**src/rtl/uart_host_loader.sv**
```systemverilog
`default_nettype none
// ============================================================================
// uart_host_loader : PC-side UART endpoint; streams a source RAM out LSB-first,
//                    then reassembles returned bytes into a capture RAM.
// Revision 1.0
// ============================================================================
module uart_host_loader #(
  parameter int MEM_WORD_LENGTH = 24,
  parameter int MEM_ADDR_LENGTH = 12,
  parameter int UART_WIDTH      = 8,
  parameter int TIMEOUT_CYCLES  = 5_000_000
) (
  input  logic                       clk,
  input  logic                       rst,
  input  logic                       start,
  input  logic [MEM_ADDR_LENGTH:0]   tx_word_count,
  input  logic [MEM_ADDR_LENGTH:0]   rx_word_count,
  output logic [MEM_ADDR_LENGTH-1:0] src_addr,
  input  logic [MEM_WORD_LENGTH-1:0] src_data,
  output logic [MEM_ADDR_LENGTH-1:0] cap_addr,
  output logic [MEM_WORD_LENGTH-1:0] cap_data,
  output logic                       cap_wr_en,
  input  logic                       txByteReady,
  output logic                       uartTxStart,
  output logic [UART_WIDTH-1:0]      byteToUart,
  input  logic                       new_rx_byte_indicate,
  input  logic [UART_WIDTH-1:0]      ByteFromUart,
  output logic                       busy,
  output logic                       done,
  output logic                       timeout
);
  localparam int BYTES_PER_WORD = (MEM_WORD_LENGTH + UART_WIDTH - 1) / UART_WIDTH;
  localparam int SHW = BYTES_PER_WORD * UART_WIDTH;
  localparam int BIW = $clog2(BYTES_PER_WORD + 1);
  localparam int CW  = MEM_ADDR_LENGTH + 1;
  localparam int TW  = $clog2(TIMEOUT_CYCLES + 1);
  localparam logic [BIW-1:0] c_BYTE_LAST = BIW'(BYTES_PER_WORD - 1);
  localparam logic [TW-1:0]  c_TO_LAST   = TW'(TIMEOUT_CYCLES - 1);

  localparam logic [3:0] S_IDLE      = 4'd0;
  localparam logic [3:0] S_FETCH     = 4'd1;
  localparam logic [3:0] S_LOAD      = 4'd2;
  localparam logic [3:0] S_SEND      = 4'd3;
  localparam logic [3:0] S_WAIT_ACK  = 4'd4;
  localparam logic [3:0] S_WAIT_IDLE = 4'd5;
  localparam logic [3:0] S_RECV      = 4'd6;
  localparam logic [3:0] S_WRITE     = 4'd7;
  localparam logic [3:0] S_DONE      = 4'd8;

  logic [3:0]                 r_state, w_next;
  logic [CW-1:0]              r_tx_cnt, r_rx_cnt, r_tx_idx, r_rx_idx;
  logic [CW-1:0]              w_tx_idx_nx, w_rx_idx_nx;
  logic [BIW-1:0]             r_byte_idx;
  logic [SHW-1:0]             r_shift, r_asm;
  logic [TW-1:0]              r_to_cnt;
  logic                       r_timeout, r_cap_wr_en, r_done;
  logic [MEM_ADDR_LENGTH-1:0] r_cap_addr;
  logic [MEM_WORD_LENGTH-1:0] r_cap_data;
  logic                       w_byte_last, w_to_expire;

  assign w_tx_idx_nx = r_tx_idx + 1'b1;
  assign w_rx_idx_nx = r_rx_idx + 1'b1;
  assign w_byte_last = (r_byte_idx == c_BYTE_LAST);
  assign w_to_expire = (r_to_cnt == c_TO_LAST);

  always_ff @(posedge clk or posedge rst) begin
    if (rst) r_state <= S_IDLE;
    else     r_state <= w_next;
  end

  always_comb begin
    w_next = r_state;
    case (r_state)
      S_IDLE: if (start) begin
        if (tx_word_count != '0)      w_next = S_FETCH;
        else if (rx_word_count != '0) w_next = S_RECV;
        else                          w_next = S_DONE;
      end
      S_FETCH:    w_next = S_LOAD;
      S_LOAD:     w_next = S_SEND;
      S_SEND:     if (txByteReady)  w_next = S_WAIT_ACK;
      S_WAIT_ACK: if (!txByteReady) w_next = S_WAIT_IDLE;
      S_WAIT_IDLE: if (txByteReady) begin
        if (!w_byte_last)               w_next = S_SEND;
        else if (w_tx_idx_nx < r_tx_cnt) w_next = S_FETCH;
        else if (r_rx_cnt != '0)         w_next = S_RECV;
        else                             w_next = S_DONE;
      end
      S_RECV: begin
        if (new_rx_byte_indicate) begin
          if (w_byte_last) w_next = S_WRITE;
        end else if (w_to_expire) begin
          w_next = S_DONE;
        end
      end
      S_WRITE: w_next = (w_rx_idx_nx == r_rx_cnt) ? S_DONE : S_RECV;
      S_DONE:  w_next = S_IDLE;
      default: w_next = S_IDLE;
    endcase
  end

  always_comb begin
    uartTxStart = 1'b0;
    busy        = 1'b1;
    case (r_state)
      S_IDLE, S_DONE: busy = 1'b0;
      S_SEND:         uartTxStart = txByteReady;
      default:        ;
    endcase
  end

  assign src_addr   = r_tx_idx[MEM_ADDR_LENGTH-1:0];
  assign byteToUart = r_shift[UART_WIDTH-1:0];
  assign cap_addr   = r_cap_addr;
  assign cap_data   = r_cap_data;
  assign cap_wr_en  = r_cap_wr_en;
  assign done       = r_done;
  assign timeout    = r_timeout;

  // Capture strobe and done are registered so each lands one cycle after its state.
  always_ff @(posedge clk or posedge rst) begin
    if (rst) begin
      r_tx_cnt    <= '0;
      r_rx_cnt    <= '0;
      r_tx_idx    <= '0;
      r_rx_idx    <= '0;
      r_byte_idx  <= '0;
      r_shift     <= '0;
      r_asm       <= '0;
      r_to_cnt    <= '0;
      r_timeout   <= 1'b0;
      r_cap_wr_en <= 1'b0;
      r_cap_addr  <= '0;
      r_cap_data  <= '0;
      r_done      <= 1'b0;
    end else begin
      r_cap_wr_en <= 1'b0;
      r_done      <= (r_state == S_DONE);
      case (r_state)
        S_IDLE: if (start) begin
          r_tx_cnt   <= tx_word_count;
          r_rx_cnt   <= rx_word_count;
          r_tx_idx   <= '0;
          r_rx_idx   <= '0;
          r_byte_idx <= '0;
          r_to_cnt   <= '0;
          r_timeout  <= 1'b0;
        end
        S_LOAD: r_shift <= SHW'(src_data);
        S_WAIT_IDLE: if (txByteReady) begin
          r_shift <= r_shift >> UART_WIDTH;
          if (w_byte_last) begin
            r_byte_idx <= '0;
            r_tx_idx   <= w_tx_idx_nx;
          end else begin
            r_byte_idx <= r_byte_idx + 1'b1;
          end
        end
        S_RECV: begin
          if (new_rx_byte_indicate) begin
            for (int b = 0; b < BYTES_PER_WORD; b++)
              if (r_byte_idx == BIW'(b)) r_asm[b*UART_WIDTH +: UART_WIDTH] <= ByteFromUart;
            r_byte_idx <= w_byte_last ? '0 : r_byte_idx + 1'b1;
            r_to_cnt   <= '0;
          end else if (w_to_expire) begin
            r_timeout <= 1'b1;
          end else begin
            r_to_cnt <= r_to_cnt + 1'b1;
          end
        end
        S_WRITE: begin
          r_cap_wr_en <= 1'b1;
          r_cap_addr  <= r_rx_idx[MEM_ADDR_LENGTH-1:0];
          r_cap_data  <= r_asm[MEM_WORD_LENGTH-1:0];
          r_rx_idx    <= w_rx_idx_nx;
          r_to_cnt    <= '0;
        end
        default: ;
      endcase
    end
  end
endmodule
`default_nettype wire

```
**config.mk**
```make
export PLATFORM = sky130hd
export DESIGN_NAME = uart_host_loader
export DESIGN_NICKNAME = d
export VERILOG_FILES = /design/src/rtl/uart_host_loader.sv
export SDC_FILE = /design/constraint.sdc
export NUM_CORES = 1
export LEC_CHECK = 0
export ABC_AREA = 1
export CAP_MARGIN = 20
export CORE_MARGIN = 2
export CORE_UTILIZATION = 56
export DETAILED_ROUTE_END_ITERATION = 10
export PLACE_DENSITY_LB_ADDON = 0.1
export SLEW_MARGIN = 20
export SYNTH_ARGS = -nofsm -noshare
export SYNTH_HDL_FRONTEND = slang
export SYNTH_SLANG_ARGS = --single-unit
```
**constraint.sdc**
```tcl
create_clock -name clk -period 13.59 [get_ports clk]
set_input_delay 2.0385 -clock clk [delete_from_list [all_inputs] [get_ports clk]]
set_output_delay 2.0385 -clock clk [all_outputs]
set_load 0.02 [all_outputs]
```
==> results of run 1 <==
==> cells in the final DEF, fill, tap and decap left out, types with 3 or more instances in the layout <==
cell	synthesis	routed
nor2_1	84	84
a31oi_1	16	16
nand3_2	4	4
buf_4	23	3
clkbuf_16	0	17
nor2_2	9	9
o21ai_1	11	10
bufinv_16	0	3
inv_1	126	125
nor4_1	5	5
o21ai_2	2	3
clkdlybuf4s50_1	0	123
xor2_1	22	22
nand2_1	310	309
inv_6	0	7
inv_2	7	7
nand4_1	26	26
ha_1	16	16
o21ai_0	104	104
a21oi_1	17	17
nand2_4	3	3
dfrtp_1	168	168
o31ai_1	4	4
nand3_1	75	75
o22ai_1	5	5
nor3_1	17	17
==> registers in the layout (all words and copies together), names as in the netlist <==
| signal | flops |
|---|---|
| timeout | 1 |
| cap_data | 24 |
| r_tx_idx | 13 |
| cap_wr_en | 1 |
| r_shift | 24 |
| r_tx_cnt | 13 |
| r_to_cnt | 23 |
| r_byte_idx | 2 |
| r_rx_cnt | 13 |
| r_asm | 24 |
| cap_addr | 12 |
| r_rx_idx | 13 |
| done | 1 |
| r_state | 4 |
==> worst reg2reg max path, stage by stage, from the launching register on <==
cell and delay, ps:
dfrtp_1 430, nor2_1 590, inv_1 210, nor2_4 200, nand2_2 400, o21ai_2 250, nand2_4 130, nand2_4 250
inv_2 140, o21ai_0 170, nand2_1 80, nor2_1 80
==> power by group through the flow <==
stage          clock, mW  sequential (mW)  combinational, mW
2_1_floorplan          0            0.778              0.415
3_3_place_gp           0            0.744              0.648
5_1_grt            0.547            0.760              0.745
3_5_place_dp           0            0.747              0.662
6_report           0.519            0.741              0.663
4_1_cts            0.525            0.741              0.667
==> logic make-up after synthesis <==
logic type | Yosys count
AOI/OAI and AO/OA | 168
xor gates and xnor gates | 24
and+or+nand+nor | 537
buffers and inverters | 186
adders and majority gates | 16
DFF | 168
==> area by class of cell <==
class                      instances  area (µm²)
sequential                       168        4200
tap                              188         235
clock inverter                    13         179
clock buffer                      19         453
inverter                         134         508
fill                            1240        4670
multi-input combinational        745        3650
timing repair buffer             126        1250
==> stage by stage <==
stage	hold slack, ps	total power [mW]
2_1_floorplan	449	1.19
3_3_place_gp	455	1.39
3_5_place_dp	459	1.41
4_1_cts	475	1.93
5_1_grt	496	2.05
6_report	473	1.92
==> final timing paths <==
check	slack (ps)	cells past startpoint	end
min	470	2	cap_data[3]$_DFFE_PP0P_
min in group asynchronous	2200	2	cap_addr[10]$_DFFE_PP0P_
max	8060	4	uartTxStart
max in group asynchronous	10060	3	cap_data[14]$_DFFE_PP0P_
max reg2reg	10590	11	r_to_cnt[3]$_DFFE_PP0P_
min reg2reg	470	2	cap_data[3]$_DFFE_PP0P_
==> layer usage <==
layer | up-vias | track usage (%)
met1 | 3582 | 35.7
met4 | 0 | 7.89
met5 | - | 0
met3 | 35 | 5.26
met2 | 187 | 41.5
li1 | 3723 | -
==> metrics, run 1 <==
dpl hpwl 14200 µm; Relative slew margins between 30% and 40%; count of buffer and inverter cells on the critical path 3; Post-Synth XOR/XNOR Area under 10%; Post-CTS Setup Bufs 0; IO Pins roughly 120; R2R Path Start r_state[3]$_DFFE_PP0P_; Final Hold Vio Count 0; Synth Register Bits roughly 170; CTS Buffer Depth 2; mean post-synth cell area between 7 and 8 µm²; Peak Freq around 180 MHz; layout cell share with drive strength beyond 1 under 10%; synth warn 0; Tot GR Track Use 25.9%; clock share of power 27.0%; clk sinks 168; port bufs about 120; Combinational Power Share between 30% and 40%; Cells after Synth ~1.1k; root buf cell clkbuf_16; cell family with most CP delay buffers and inverters; antenna violations before repair 0; unique cell type count in the Yosys netlist 39; CP peak stage delay between 600 and 700 ps; Pwr Density between 150 and 200 nW/µm²; pre-CTS WS between 8000 and 9000 ps; Clock Skew 7.77 ps; 1st-pass router iterations 5; ANT nets after route 0; DRC Markers 0; post-synthesis async set-or-reset flop share 100%; crit-path max FO 4; largest family of logic cells by synthesized area simple AND/OR/NAND/NOR gates; Initial DRC Count 570; Synth Flop Type dfrtp_1; fin. max-slew vios 0; Worst IR Drop VDD 103 µV; Final Util a little under 70%; dpl cell area 9850 µm²; post-route minimum period about 5500 ps; Worst Path Arrival around 3500 ps; Post-synth EDFFs 0; CP Launch Point txByteReady; Tcrit/Tclk final between 40 and 50%; Synth Area in Simple Gates 26.7%; DR WL met2 9700 µm; n_diodes 0; final setup TNS 0 ps; vias in the first global route 7221; status complete, no violations; Critical Path Source Type input pin; Core Box Area about 15000 µm²; slowest stage cell on the critical path clkdlybuf4s50_1; placed cells ~1.4k; top cells by area, synth dfrtp_1 49%, nand2_1 13%, o21ai_0 6.0%, inv_1 5.5%, nand3_1 4.3%; H-tree depth 4; register area share after synthesis 48.6%; met1 wire length 9330 µm; Compound-Gate Fraction of Synth Area 10.6%; area fraction of the dominant cell type after synthesis 48.6%; Total Routed Length approximately 20000 µm; Worst setup EP type output port; # hold bufs at CTS 0; Slew @ Worst Pin approximately 930 ps; most frequent cell after synthesis nand2_1; cell taking the most area after synthesis dfrtp_1; Sw Pwr around 0.7 mW; switch share a little under two fifths; Vias/cell approximately 5.4; Int Pwr 1.20 mW; Die ar. ~16000 µm²; clk_lat worst skew 430 ps; Critical Path RT 11550 ps; # rows 45; Leakage around 5 nW; clk slew on worst S/H paths roughly 70 ps; final std cells w/o fill roughly 1.4k; pin count of the biggest net entering global routing 106; CTS resizes 0; Flop pwr share roughly two fifths; Setup Crit Path Kind in2out; Initial Util a little under three fifths; # nets final 1271; routability congestion estimate approximately 0.94; DR WL/cell between 10 and 15 µm; Vias around 7.5k; setup ws final 8060 ps; Top Metal Used met4; CP cell instances clkdlybuf4s50_1, inv_1, nor3_1, clkdlybuf4s50_1; synth cell count leaders 310 x nand2_1, 168 x dfrtp_1, 126 x inv_1; CTS tree yes; WL met3 977 µm; max-cap check violation count 0; crit-path most repeated cell clkdlybuf4s50_1; overflow left after global routing 0; worst hold-check path type reg2reg; Die Y-Extent between 100 and 150 µm; Post-Synthesis Net Count roughly 1.2k; RSZ-0062 raised after global routing no; post-synthesis mux area share 0%; min-delay src cap_data[3]$_DFFE_PP0P_; design area around 10000 µm²; synthesized cell area 8640 µm²; Synth Area in Adders 2.32%; Final Setup Violations 0; CTS Buf Count 17; Die X approximately 130 µm; first-pass GRT wire length approximately 34000 µm; Syn-to-layout area delta 21.2%
Note: power is estimated with default switching activity, not from simulation.
==> run 2: changes to the inputs <==
CORE_UTILIZATION = 50   (was 56)
clock period = 4.7 ns   (was 13.59 ns; I/O delays follow)
==> run 2 against run 1 <==
  * Sequential cell count unchanged
  * Via count decreased by 2.6%
  * Clock skew increased by 0.95 ps
  * Cell area increased by 0.45%
==> metrics, run 2 (synthesized netlist as in run 1, its figures left out) <==
pre-CTS WS 1840 ps (-6230 ps); final std cells w/o fill 1433 (+2.9%); post-route minimum period approximately 3200 ps; Clock Skew 8.72 ps (+0.946 ps); first-pass GRT wire length 34100 µm (-0.66%); clk_lat worst skew 430 ps (about the same); most frequent cells in the layout 310 x nand2_1, 168 x dfrtp_1, 125 x inv_1; status complete, no violations; Fillers 1589 (+28%); final setup TNS 0 ps (unchanged); overflow left after global routing 0 (unchanged); Core Box Area 17100 µm² (+13%); CTS Buf Count 17 (unchanged); Die X 135 µm (+5.6%); CP cell instances nor2_1, inv_1, nor3_1, clkdlybuf4s50_1; Die ar. 18400 µm² (+12%); H-tree depth 4 (unchanged); setup ws final 1530 ps (-6540 ps); CP peak stage delay 660 ps (-20 ps); most common cell after layout, fill and taps aside nand2_1; cell family with most CP delay buffers and inverters; Initial DRC Count 508 (-11%); Leakage 4.93 nW (-0.16%); # hold bufs at CTS 0 (unchanged); CTS tree yes; clk slew on worst S/H paths 70 ps (about the same); Pwr Density 521 nW/µm² (+180%); # rows 48 (+6.7%); CTS Buffer Depth 2 (unchanged); clk sinks 168 (unchanged); RSZ-0062 raised after global routing no; count of buffer and inverter cells on the critical path 2 (-1); Worst setup EP type output port; Vias/cell 5.12 (-5.3%); slowest stage cell on the critical path clkdlybuf4s50_1; Sw Pwr 2.12 mW (+190%); Relative slew margins 41.4% (+3.6 points); Syn-to-layout area delta 21.8%; dpl cell area 9930 µm² (+0.81%); switch share 38.6% (+1.2 points); IO Pins 124 (unchanged); DR WL/cell 14.3 µm (-2.3%); pin count of the biggest net entering global routing 62 (-42%); Tot GR Track Use 23.4% (-2.4 points); worst hold-check path type reg2reg; Worst IR Drop VDD 300 µV (+190%); Total Routed Length 20500 µm (+0.53%); r2r setup slk 1890 ps (-8700 ps); dpl hpwl 14500 µm (+2.7%); Final Hold Vio Count 0 (unchanged); Critical Path Source Type register; Int Pwr 3.37 mW (+180%); n_diodes 0 (unchanged); vias in the first global route 6980 (-3.3%); layout cell share with drive strength beyond 1 5.79% (+0.15 points); Combinational Power Share 35.0% (+0.5 points); placed cells 1401 (+2.9%); Slew @ Worst Pin 877 ps (-54.7 ps); design area 10500 µm² (+0.45%); 1st-pass router iterations 5 (unchanged); ANT nets after route 0 (unchanged); Critical Path RT 3990 ps (-7560 ps); root buf cell clkbuf_16; crit-path max FO 11 (+7); Vias 7334 (-2.6%); Die Y-Extent 135 µm (+5.6%); Peak Freq ~320 MHz; max-cap check violation count 0 (unchanged); DRC Markers 0 (unchanged); Final Setup Violations 0 (unchanged); Tcrit/Tclk final between 60 and 70%; Post-CTS Setup Bufs 0 (unchanged); antenna violations before repair 0 (unchanged); Initial Util 50.5% (-6.6 points); clock share of power 26.0% (-1.0 points); fin. max-slew vios 0 (unchanged); Setup Crit Path Kind reg2out; Flop pwr share 39.0% (+0.5 points); Worst Path Arrival 2470 ps (-1020 ps); routability congestion estimate 0.872 (-7.3%); # nets final 1274 (+0.24%); CTS resizes 0 (unchanged); port bufs 123 (unchanged)
run 2: final timing paths:
path / cells after the start / to / startpoint
setup / recovery: 4 / uartTxStart / r_state[3]$_DFFE_PP0P_
hold reg to reg: 2 / cap_data[3]$_DFFE_PP0P_ / cap_data[3]$_DFFE_PP0P_
max in group asynchronous: 3 / r_shift[9]$_DFFE_PP0P_ / rst
setup reg to reg: 12 / r_to_cnt[3]$_DFFE_PP0P_ / r_state[3]$_DFFE_PP0P_
min in group asynchronous: 2 / cap_data[19]$_DFFE_PP0P_ / rst
hold / removal: 2 / cap_data[3]$_DFFE_PP0P_ / cap_data[3]$_DFFE_PP0P_
run 2: stage by stage:
| stage | power [mW] | util (%) | hold slack [ps] |
|---|---|---|---|
| final | 5.48 | 61.5 | 473 |
| after global routing | 5.86 | 61.5 | 504 |
| after CTS | 5.53 | 61.5 | 476 |
| after detailed placement | 4.08 | 58.0 | 457 |
| after global placement | 4.05 | 58.0 | 455 |
| after floorplan | 3.45 | - | 449 |
run 2: routing by layer:
layer,GRT usage [%],up-vias,wire (µm)
li1,-,3725,-
met1,33.3,3397,9680
met2,36.4,179,9460
met3,4.41,33,915
met4,7.58,0,414
met5,0,-,0
run 2: area by class of cell:
type	instances	area [µm²]	area share (%)
inverters	134	507	4.81
well taps	225	282	2.67
clock inverters	15	176	1.68
multi-input cells	745	3640	34.6
clock buffers	17	425	4.04
flip-flops and latches	168	4200	39.9
repair buffers	129	1290	12.2
run 2: tightest hold or removal path, cell delays in order (launching register included):
cell and delay (ps):
dfrtp_1 340, nand2_1 50, nand2_1 50
run 2: power groups by stage:
stage               Clock, mW  Sequential (mW)  Combinational, mW
finish                   1.42             2.14               1.92
global route             1.51             2.20               2.16
CTS                      1.45             2.14               1.94
detailed placement          0             2.16               1.92
global placement            0             2.16               1.89
floorplan                   0             2.25               1.20
